[src/rtl/usb_fifo_pkg.sv]
// usb_fifo_pkg: shared definitions for the IN packet FIFO.
//   fifo_state_e : packet-engine FSM encoding (idle / sending a packet)
//   MAX_PKT_DEF  : default maximum IN packet size in bytes
package usb_fifo_pkg;

  typedef enum logic {
    ST_IDLE = 1'b0,
    ST_SEND = 1'b1
  } fifo_state_e;

  localparam int MAX_PKT_DEF = 8;

endpackage

[src/rtl/in_pkt_fifo_if.sv]
// in_pkt_fifo_if: application write side plus protocol-engine IN side.
//   app_in_*      : byte stream in, valid/ready handshake, last marks message end
//   in_req_i      : host IN token pulse, starts a packet
//   in_ready_i    : engine consumes in_data_o this cycle
//   in_data_ack_i : host ACKed the packet (commit)
//   in_abort_i    : packet failed (rewind)
//   in_data_o/in_valid_o, pkt_avail_o, level_o : FIFO outputs
// slave = FIFO side, master = application / protocol engine side.
interface in_pkt_fifo_if #(
  parameter int DATA_W = 8,
  parameter int DEPTH  = 64
);
  logic [DATA_W-1:0]      app_in_data_i;
  logic                   app_in_last_i;
  logic                   app_in_valid_i;
  logic                   app_in_ready_o;
  logic                   in_req_i;
  logic                   in_ready_i;
  logic                   in_data_ack_i;
  logic                   in_abort_i;
  logic [DATA_W-1:0]      in_data_o;
  logic                   in_valid_o;
  logic                   pkt_avail_o;
  logic [$clog2(DEPTH):0] level_o;

  modport slave (
    input  app_in_data_i, app_in_last_i, app_in_valid_i,
    input  in_req_i, in_ready_i, in_data_ack_i, in_abort_i,
    output app_in_ready_o, in_data_o, in_valid_o, pkt_avail_o, level_o
  );

  modport master (
    output app_in_data_i, app_in_last_i, app_in_valid_i,
    output in_req_i, in_ready_i, in_data_ack_i, in_abort_i,
    input  app_in_ready_o, in_data_o, in_valid_o, pkt_avail_o, level_o
  );
endinterface

[src/rtl/fifo_ram.sv]
// fifo_ram: register-array storage, synchronous write, asynchronous read.
//   clk_i           : write clock
//   we_i/waddr_i/wdata_i : write port
//   raddr_i/rdata_o : combinational read port
module fifo_ram #(
  parameter int W     = 9,
  parameter int DEPTH = 64
) (
  input  logic                     clk_i,
  input  logic                     we_i,
  input  logic [$clog2(DEPTH)-1:0] waddr_i,
  input  logic [W-1:0]             wdata_i,
  input  logic [$clog2(DEPTH)-1:0] raddr_i,
  output logic [W-1:0]             rdata_o
);
  logic [W-1:0] mem [DEPTH];

  always_ff @(posedge clk_i) begin
    if (we_i) mem[waddr_i] <= wdata_i;
  end

  assign rdata_o = mem[raddr_i];
endmodule

[src/rtl/in_pkt_fifo.sv]
// in_pkt_fifo: IN-endpoint FIFO with packet retry and zero-length packets.
// Bytes are read speculatively through sp_ptr while a packet is sent; the
// host ACK commits them (rd_ptr <= sp_ptr), an abort rewinds (sp_ptr <= rd_ptr).
// A message whose final packet is exactly MAX_PKT bytes is followed by a ZLP.
//   clk_i : clock, rising edge
//   rst_i : synchronous active-high reset
//   bus   : in_pkt_fifo_if.slave (app write side + protocol-engine side)
module in_pkt_fifo
  import usb_fifo_pkg::*;
#(
  parameter int DATA_W  = 8,
  parameter int DEPTH   = 64,
  parameter int MAX_PKT = MAX_PKT_DEF,
  parameter int ZLP_EN  = 1
) (
  input  logic          clk_i,
  input  logic          rst_i,
  in_pkt_fifo_if.slave  bus
);
  localparam int AW = $clog2(DEPTH);
  localparam int PW = AW + 1;
  localparam int CW = $clog2(MAX_PKT + 1);
  localparam logic [PW-1:0] DEPTH_P = PW'(DEPTH);
  localparam logic [CW-1:0] MAX_CNT = CW'(MAX_PKT);

  fifo_state_e       state_q, state_d;
  logic [PW-1:0]     wr_ptr, rd_ptr, sp_ptr, level;
  logic [CW-1:0]     pkt_cnt;
  logic              last_seen, zlp_pend;
  logic              wr_en, in_valid;
  logic [DATA_W:0]   rd_word;
  logic              do_start, do_rewind, do_commit, do_adv;

  // Unacked bytes stay counted against capacity until commit.
  assign level              = wr_ptr - rd_ptr;
  assign bus.level_o        = level;
  assign bus.app_in_ready_o = level < DEPTH_P;
  assign bus.pkt_avail_o    = (wr_ptr != rd_ptr) || zlp_pend;
  assign wr_en              = bus.app_in_valid_i && bus.app_in_ready_o;

  fifo_ram #(.W(DATA_W + 1), .DEPTH(DEPTH)) u_ram (
    .clk_i   (clk_i),
    .we_i    (wr_en),
    .waddr_i (wr_ptr[AW-1:0]),
    .wdata_i ({bus.app_in_last_i, bus.app_in_data_i}),
    .raddr_i (sp_ptr[AW-1:0]),
    .rdata_o (rd_word)
  );

  // Gate data so it reads 0 whenever nothing valid is presented.
  assign bus.in_valid_o = in_valid;
  assign bus.in_data_o  = in_valid ? rd_word[DATA_W-1:0] : '0;

  always_ff @(posedge clk_i) begin
    if (rst_i) state_q <= ST_IDLE;
    else       state_q <= state_d;
  end

  // Priority in SEND: new token (implicit rewind) > abort > ack > consume.
  always_comb begin
    state_d   = state_q;
    in_valid  = 1'b0;
    do_start  = 1'b0;
    do_rewind = 1'b0;
    do_commit = 1'b0;
    do_adv    = 1'b0;
    case (state_q)
      ST_IDLE: begin
        if (bus.in_req_i) begin
          state_d  = ST_SEND;
          do_start = 1'b1;
        end
      end
      ST_SEND: begin
        in_valid = (sp_ptr != wr_ptr) && (pkt_cnt < MAX_CNT) && !last_seen && !zlp_pend;
        if (bus.in_req_i) begin
          do_start  = 1'b1;
          do_rewind = 1'b1;
        end else if (bus.in_abort_i) begin
          do_rewind = 1'b1;
          state_d   = ST_IDLE;
        end else if (bus.in_data_ack_i) begin
          do_commit = 1'b1;
          state_d   = ST_IDLE;
        end else if (in_valid && bus.in_ready_i) begin
          do_adv = 1'b1;
        end
      end
      default: state_d = ST_IDLE;
    endcase
  end

  always_ff @(posedge clk_i) begin
    if (rst_i) begin
      wr_ptr    <= '0;
      rd_ptr    <= '0;
      sp_ptr    <= '0;
      pkt_cnt   <= '0;
      last_seen <= 1'b0;
      zlp_pend  <= 1'b0;
    end else begin
      if (wr_en) wr_ptr <= wr_ptr + 1'b1;
      if (do_start) begin
        pkt_cnt   <= '0;
        last_seen <= 1'b0;
      end
      if (do_rewind) sp_ptr <= rd_ptr;
      if (do_commit) begin
        rd_ptr <= sp_ptr;
        // A pending ZLP makes the acked packet the ZLP itself, so clear it.
        zlp_pend <= zlp_pend ? 1'b0
                             : ((ZLP_EN != 0) && last_seen && (pkt_cnt == MAX_CNT));
      end
      if (do_adv) begin
        sp_ptr    <= sp_ptr + 1'b1;
        pkt_cnt   <= pkt_cnt + 1'b1;
        last_seen <= rd_word[DATA_W];
      end
    end
  end
endmodule

[src/flat_wrapper.sv]
// flat-port wrapper written by rule: the top's interface ports become plain ports
module in_pkt_fifo_flat import usb_fifo_pkg::*;
#(
  parameter int DATA_W  = 8,
  parameter int DEPTH   = 64,
  parameter int MAX_PKT = MAX_PKT_DEF,
  parameter int ZLP_EN  = 1
)
  (clk_i, rst_i, bus_app_in_data_i, bus_app_in_last_i, bus_app_in_valid_i, bus_in_req_i, bus_in_ready_i, bus_in_data_ack_i, bus_in_abort_i, bus_app_in_ready_o, bus_in_data_o, bus_in_valid_o, bus_pkt_avail_o, bus_level_o);
  in_pkt_fifo_if #(.DATA_W(DATA_W), .DEPTH(DEPTH)) bus_i ();
  input  logic clk_i;
  input  logic rst_i;
  input wire logic [$bits(bus_i.app_in_data_i)-1:0] bus_app_in_data_i;
  input wire logic [$bits(bus_i.app_in_last_i)-1:0] bus_app_in_last_i;
  input wire logic [$bits(bus_i.app_in_valid_i)-1:0] bus_app_in_valid_i;
  input wire logic [$bits(bus_i.in_req_i)-1:0] bus_in_req_i;
  input wire logic [$bits(bus_i.in_ready_i)-1:0] bus_in_ready_i;
  input wire logic [$bits(bus_i.in_data_ack_i)-1:0] bus_in_data_ack_i;
  input wire logic [$bits(bus_i.in_abort_i)-1:0] bus_in_abort_i;
  output wire logic [$bits(bus_i.app_in_ready_o)-1:0] bus_app_in_ready_o;
  output wire logic [$bits(bus_i.in_data_o)-1:0] bus_in_data_o;
  output wire logic [$bits(bus_i.in_valid_o)-1:0] bus_in_valid_o;
  output wire logic [$bits(bus_i.pkt_avail_o)-1:0] bus_pkt_avail_o;
  output wire logic [$bits(bus_i.level_o)-1:0] bus_level_o;
  assign bus_i.app_in_data_i = bus_app_in_data_i;
  assign bus_i.app_in_last_i = bus_app_in_last_i;
  assign bus_i.app_in_valid_i = bus_app_in_valid_i;
  assign bus_i.in_req_i = bus_in_req_i;
  assign bus_i.in_ready_i = bus_in_ready_i;
  assign bus_i.in_data_ack_i = bus_in_data_ack_i;
  assign bus_i.in_abort_i = bus_in_abort_i;
  assign bus_app_in_ready_o = bus_i.app_in_ready_o;
  assign bus_in_data_o = bus_i.in_data_o;
  assign bus_in_valid_o = bus_i.in_valid_o;
  assign bus_pkt_avail_o = bus_i.pkt_avail_o;
  assign bus_level_o = bus_i.level_o;
  in_pkt_fifo #(.DATA_W(DATA_W), .DEPTH(DEPTH), .MAX_PKT(MAX_PKT), .ZLP_EN(ZLP_EN)) u_core (.clk_i(clk_i), .rst_i(rst_i), .bus(bus_i));
endmodule
[config.mk]
export PLATFORM = sky130hd
export DESIGN_NAME = in_pkt_fifo_flat
export DESIGN_NICKNAME = d
export VERILOG_FILES = /design/src/rtl/usb_fifo_pkg.sv /design/src/rtl/in_pkt_fifo_if.sv /design/src/rtl/fifo_ram.sv /design/src/rtl/in_pkt_fifo.sv /design/src/flat_wrapper.sv
export SDC_FILE = /design/constraint.sdc
export NUM_CORES = 1
export LEC_CHECK = 0
export BUFFER_PORTS_ARGS = -buffer_cell sky130_fd_sc_hd__buf_2
export CORE_MARGIN = 2
export CORE_UTILIZATION = 23
export CTS_CLUSTER_SIZE = 40
export DETAILED_ROUTE_END_ITERATION = 8
export SKIP_CTS_REPAIR_TIMING = 1
export SYNTH_ARGS = -nofsm -noshare
export SYNTH_HDL_FRONTEND = slang
export SYNTH_HIERARCHICAL = 1
export SYNTH_SLANG_ARGS = --single-unit
[constraint.sdc]
create_clock -name clk_i -period 4.8 [get_ports clk_i]
set_clock_uncertainty 0.05 [all_clocks]
set_input_delay 0.96 -clock clk_i [delete_from_list [all_inputs] [get_ports clk_i]]
set_output_delay 0.96 -clock clk_i [all_outputs]
set_load 0.05 [all_outputs]
## Yosys cells after proc, flatten, opt, wreduce, memory -nomap -nowiden

Memory sizes are Yosys's and may differ from the RTL's. A register that Yosys moved wholly into a read port is not among the register bits.
Cells that the tools add are included.

| storage, ports and cells | value |
|---|---|
| register bits | 28 |
| latch bits | 0 |
| memory bits (writable) | 576 |
| memory bits (read-only) | 0 |
| input port bits | 16 |
| output and inout port bits | 18 |
| memories | 1 |

Memory list:

| name | depth | bits a word | read ports | clocked after Yosys merged registers in | wr ports | line | RTL |
|---|---|---|---|---|---|---|---|
| u_core.u_ram.mem | 64 | 9 | 1 | 1 | 1 | fifo_ram.sv:16 | `logic [W-1:0] mem [DEPTH];` |

| cells by class | value |
|---|---|
| $add $sub $neg | 4 |
| multipliers | 0 |
| div/mod/pow operators | 0 |
| $lt $le $gt $ge | 2 |
| equality and inequality tests | 3 |
| shift operators | 0 |
| muxes and demuxes | 30 |
| bitwise gates (word level) | 1 |
| reduce and logical (&&, ||, !) cells | 11 |

Operators with widths:

| cell | count |
|---|---|
| 1-bit 2-to-1 mux | 22 |
| 7-bit by 1-bit adder with 7-bit output, second input constant | 2 |
| 7-bit 2-to-1 mux | 2 |
| 7-bit != test | 2 |
| 6-bit 2-to-1 mux | 2 |
| 4-bit 2-to-1 mux | 2 |
| 8-bit 2-to-1 mux | 1 |
| 7-bit < comparator, second input constant | 1 |
| 7-bit subtractor | 1 |
| 1-bit logical AND | 6 |
| 4-bit by 1-bit adder with 4-bit output, second input constant | 1 |
| 4-bit equality test, second input constant | 1 |
| 4-bit < comparator, second input constant | 1 |
| 2-bit nonzero test | 2 |
| 1-bit zero test | 2 |
| 1-bit case mux with 2 select lines | 1 |
| 1-bit logical OR | 1 |
| 1-bit NOT | 1 |

## Longest topological paths before layout

| depth | value |
|---|---|
| depth after elaboration | 13 |
| depth in mapped cells | 11 |

## Cells and area by module

The synthesis kept the hierarchy.

Modules (own cells, without submodules):

| module | instances | cells each | area an instance (um^2) | sequential area each (um^2) |
|---|---|---|---|---|
| fifo_ram | 1 | 1011 | 22414.0 | 17296.6 |
| in_pkt_fifo | 1 | 218 | 1756.7 | 560.5 |

## Worst setup path before layout

No wires, ideal clock.

| timing | value |
|---|---|
| path type | register to output |
| start point | reg u_core.wr_ptr[0] |
| end point | out bus_app_in_ready_o |
| data arrival time | 2.957 ns |
| data required time | 3.790 ns |
| path slack | 0.833 ns |
| cell stages (with the launch flop) | 9 |
| buffers on the path | 0 |
| path through | dfxtp_1 -> inv_1 -> ha_1 -> fa_1 -> nand2b_1 -> a21oi_2 -> nor2_1 -> xor2_1 -> inv_1 |

| on the way | value |
|---|---|
| longest elaborated chain between the ends | 2 |

Ends and longest elaborated chain:

| what | line | RTL |
|---|---|---|
| from (decl) | in_pkt_fifo.sv:27 | `logic [PW-1:0] wr_ptr, rd_ptr, sp_ptr, level;` |
| from (signal assigned) | in_pkt_fifo.sv:102 | `if (wr_en) wr_ptr <= wr_ptr + 1'b1;` |
| 7-bit subtractor | in_pkt_fifo.sv:35 | `assign level = wr_ptr - rd_ptr;` |
| net bus_level_o[6] | flat_wrapper.sv:24 | `output wire logic [$bits(bus_i.level_o)-1:0] bus_level_o;` |
| 7-bit < comparator | in_pkt_fifo.sv:37 | `assign bus.app_in_ready_o = level < DEPTH_P;` |
| to (decl) | flat_wrapper.sv:20 | `output wire logic [$bits(bus_i.app_in_ready_o)-1:0] bus_app_in_ready_o;` |

The timed path passes the listed nets, and every way through them passes these cells.

## Final worst setup path

| timing | value |
|---|---|
| start point | reg u_core.sp_ptr[0] |
| end point | out bus_in_data_o[2] |

| on the way | value |
|---|---|
| longest elaborated chain between the ends | 6 |

Ends and longest elaborated chain:

| what | line | RTL |
|---|---|---|
| from (decl) | in_pkt_fifo.sv:27 |  |
| from (signal assigned) | in_pkt_fifo.sv:107 | `if (do_rewind) sp_ptr <= rd_ptr;` |
| from (signal assigned) | in_pkt_fifo.sv:115 | `sp_ptr <= sp_ptr + 1'b1;` |
| 7-bit != test | in_pkt_fifo.sv:75 | `in_valid = (sp_ptr != wr_ptr) && (pkt_cnt < MAX_CNT) && !last_seen && !zlp_pend;` |
| 1-bit logical AND (3 in a row) | in_pkt_fifo.sv:75 |  |
| 1-bit 2-to-1 mux | in_pkt_fifo.sv:67 | `case (state_q)` |
| 8-bit 2-to-1 mux | in_pkt_fifo.sv:52 | `assign bus.in_data_o = in_valid ? rd_word[DATA_W-1:0] : '0;` |
| to (decl) | flat_wrapper.sv:21 | `output wire logic [$bits(bus_i.in_data_o)-1:0] bus_in_data_o;` |

No other way between the ends.

==> results_dict.tcl <==
set metrics [dict create \
    ys_top_cells_by_area "edfxtp_1 (72%), mux4_2 (13%), dfxtp_1 (2.3%)" \
    slew_headroom_pct 19.41 \
    crit_arrival_ps 3630 \
    switching_share_pct 20.48 \
    grt_pass1_vias 12820 \
    synth_top_family_by_area "multiplexers" \
    reg2reg_setup_slack_ps 530 \
    syn_nets 1256 \
    power_frac_comb_pct 2.7 \
    hold_viol_final 0 \
    grt.overflow.total 0 \
    reg2reg_depth 11 \
    crit_required_ps 3790 \
    io_buffers 33 \
    grt_util_all_layers_pct 10.72 \
    dr.pass1.iters 5 \
    path_cells "buf_12 -> buf_4 -> mux4_2 -> a22oi_1 -> nand2_1 -> a221o_1 -> and2_1 -> buf_2" \
    setup-violations-final 0 \
    drc_errors 0 \
    io_pins 34 \
    place_area_um2 26540 \
    r2r_start "u_core/wr_ptr[0]" \
    synth_xor_xnor_area_share_pct 0.6885 \
    cp-start-kind "flop" \
    peakVddDrop_uv 313.5 \
    final_cell_area_um2 28470 \
    r2r-end "u_core/u_ram/mem[16][1]" \
    cts_tree "done" \
    ant_nets 0 \
    cp-endpoint "bus_in_data_o[2]" \
    cap_violations 0 \
    worstMarginPinSlew_ps 1178 \
    globalplace.congestion 0.8265 \
    clkPwrFrac_pct 42.9 \
    dieArea_um2 107700 \
    antenna_found_initial 10 \
    slew_viol_final 0 \
    die_x_um 328.2 \
    seq_area_frac_synth_pct 73.88 \
    cp_top_family "compound AO/OA/AOI/OAI gates" \
    syn_avg_cell_area_um2 19.67 \
    fin_util_pct 27.39 \
    nFillCells 10330 \
    seqPwrFrac_pct 54.4 \
    yosysWarningCount 6 \
    p_leak_nw 8.674 \
    synth-simple-area-share_pct 4.555 \
    critical_path_buf_inv_count 3 \
    rsz0062_at_grt "false" \
    netlist.area_leader.share_pct 71.56 \
    wl_um 58010 \
    viasPerCell 4.444 \
    synth_top_area_cell "edfxtp_1" \
    syn_inst 1229 \
    ctsLongestPathBuffers 3 \
    ys_ff_latch 604 \
    avgRoutedWirePerCell_um 20.77 \
    min_period_ps 4643 \
    power_switching_mw 2.180 \
    min_period_over_period_pct 96.73 \
    area_delta_synth_final_pct 17.80 \
    ys_types 62 \
    p_int_mw 8.463 \
    crit_path_end_kind "output pin" \
    layout-drive-gt1-share_pct 27.20 \
    synth-compound-area-share_pct 3.158 \
    cp.depth 8 \
    ys_async_sr_fraction_pct 0 \
    cp_max_fo 22 \
    detailed_place_hpwl_um 37400 \
    fmaxAchievable_mhz 215.4 \
    path_clk_slew_ps 60 \
    slowest_stage "dfxtp_4" \
    setup-tns-final_ps 0 \
    drt_iter0_markers 1295 \
    worstSetupStartpoint "u_core/sp_ptr[0]" \
    vias 12410 \
    status "complete, no violations" \
    p_per_area_nw_per_um2 373.8 \
    syn-cell-area_um2 24170 \
    root_buffer "clkbuf_16" \
    synth-edff-count 576 \
    grt_max_degree 68 \
    total_power_mw 10.64 \
    start_util_pct 23.25 \
    fin_nets 1391 \
    dieHeight_um 328.2 \
    hold_path_class "flop to flop" \
    row_count 118 \
    grt_pass1_wl_um 86320 \
    yosys.area_share.adder_pct 0.6005 \
    post_synth_mux_area_share_pct 15.37 \
    cts_buffers 59 \
    whs_ps 436.6 \
    worst_path_largest_cell_delay_ps 580 \
    ys.flop_type "edfxtp_1" \
    core_um2 103900 \
    clk_latency_ps 640 \
    path_class "flop to output pin" \
    htreeDepth 2 \
    cts_sinks 604 \
]
-- cell type report --
| class | count | area [um2] | area share, % |
|---|---|---|---|
| flip-flops and latches | 604 | 17870 | 62.76 |
| multi-input cells | 546 | 5904 | 20.74 |
| well taps | 1380 | 1727 | 6.064 |
| clock buffers | 69 | 1535 | 5.392 |
| repair buffers | 135 | 984.7 | 3.458 |
| clock inverters | 40 | 382.9 | 1.345 |
| inverters | 18 | 67.56 | 0.2373 |
| diodes | 1 | 2.502 | 0.008789 |
-- cell usage after synthesis, types with 3 or more instances --
library cell	n
buf_6	5
a22oi_1	23
a2111oi_0	6
mux2i_1	24
o221ai_1	5
edfxtp_1	576
o22ai_1	8
inv_1	17
o21ai_1	5
buf_4	10
buf_2	14
ha_1	10
o2111ai_1	4
nand3b_1	3
or3_1	3
mux4_2	143
nor3_1	5
xor2_1	14
nor2b_1	18
mux4_1	8
o211ai_1	6
nand3_1	17
nand4_1	3
a21oi_1	27
a221o_1	3
o21bai_1	3
clkbuf_1	28
o21ai_0	7
nand2b_1	10
xnor2_1	5
nand2_1	46
dfxtp_1	28
and2_1	16
nor2_1	89
mux2_2	4
a211oi_1	3
-- how the worst min path moves through the flow --
| stage | to | start | slack, ps | cells past startpoint |
|---|---|---|---|---|
| 2_1_floorplan | u_core/rd_ptr[3] | u_core/rd_ptr[3] | 400 | 2 |
| 3_3_place_gp | u_core/rd_ptr[2] | u_core/rd_ptr[2] | 420 | 2 |
| 3_5_place_dp | u_core/rd_ptr[2] | u_core/rd_ptr[2] | 420 | 2 |
| 4_1_cts | u_core/rd_ptr[3] | u_core/rd_ptr[3] | 430 | 2 |
| 5_1_grt | u_core/rd_ptr[5] | u_core/rd_ptr[5] | 460 | 2 |
| 6_report | u_core/rd_ptr[4] | u_core/rd_ptr[4] | 440 | 2 |
-- worst register-to-register path, delay by kind of cell, from the launching register on --
family / cells / cell delay [ps]
fa+ha+maj: 2 / 690
buf+inv: 2 / 340
compound gates: 2 / 520
simple gates: 5 / 1730
flops: 1 / 560
-- routing by layer --
| metal | vias up | wire, um | global-route usage [%] |
|---|---|---|---|
| met5 | - | 92 | 0 |
| met4 | 14 | 1797 | 3.812 |
| met3 | 115 | 3733 | 2.554 |
| met2 | 421 | 27330 | 17.05 |
| met1 | 6549 | 25050 | 14.29 |
| li1 | 5312 | - | - |
-- power by group through the flow --
stage | Clock (mW) | Combinational [mW] | Sequential [mW]
after floorplan | 0 | 0.121 | 5.90
after global placement | 0 | 0.276 | 5.90
after detailed placement | 0 | 0.284 | 5.90
after CTS | 4.68 | 0.285 | 5.79
after global routing | 4.87 | 0.303 | 5.79
final | 4.57 | 0.283 | 5.79
-- per-stage QoR --
stage | setup WS [ps] | cells
2_1_floorplan | 833.1 | 1229
3_3_place_gp | 461.9 | 2683
3_5_place_dp | 543.2 | 2683
4_1_cts | -156.3 | 2792
5_1_grt | 68.33 | 2793
6_report | 157.1 | 2793
-- cells by family (layout without fill, tap and decap cells) --
group / after synthesis / after routing
AND/OR/NAND/NOR: 228 / 228
buffers and inverters: 79 / 262
XOR/XNOR: 19 / 19
adder cells (fa/ha/maj): 11 / 11
flip-flops: 604 / 604
multiplexers: 179 / 179
other: 0 / 1
AO/OA/AOI/OAI: 109 / 109
-- flip-flops by register name, indices dropped and copies added (netlist names) --
register          count
u_core/sp_ptr         7
u_core/wr_ptr         7
u_core/zlp_pend       1
u_core/state_q        1
u_core/u_ram/mem    576
u_core/rd_ptr         7
u_core/last_seen      1
u_core/pkt_cnt        4
-- cell usage in the layout (no fill, tap or decap), types with 10 or more instances in the layout --
| cell type | count |
|---|---|
| a21oi_1 | 27 |
| a22oi_1 | 23 |
| and2_1 | 16 |
| buf_2 | 33 |
| buf_4 | 97 |
| clkbuf_16 | 60 |
| clkinv_1 | 14 |
| clkinv_2 | 14 |
| dfxtp_1 | 25 |
| edfxtp_1 | 576 |
| ha_1 | 10 |
| inv_1 | 17 |
| mux2i_1 | 24 |
| mux4_2 | 143 |
| nand2_1 | 46 |
| nand2b_1 | 10 |
| nand3_1 | 17 |
| nor2_1 | 89 |
| nor2b_1 | 18 |
| xor2_1 | 14 |
Power figures use the tool's default switching activity.
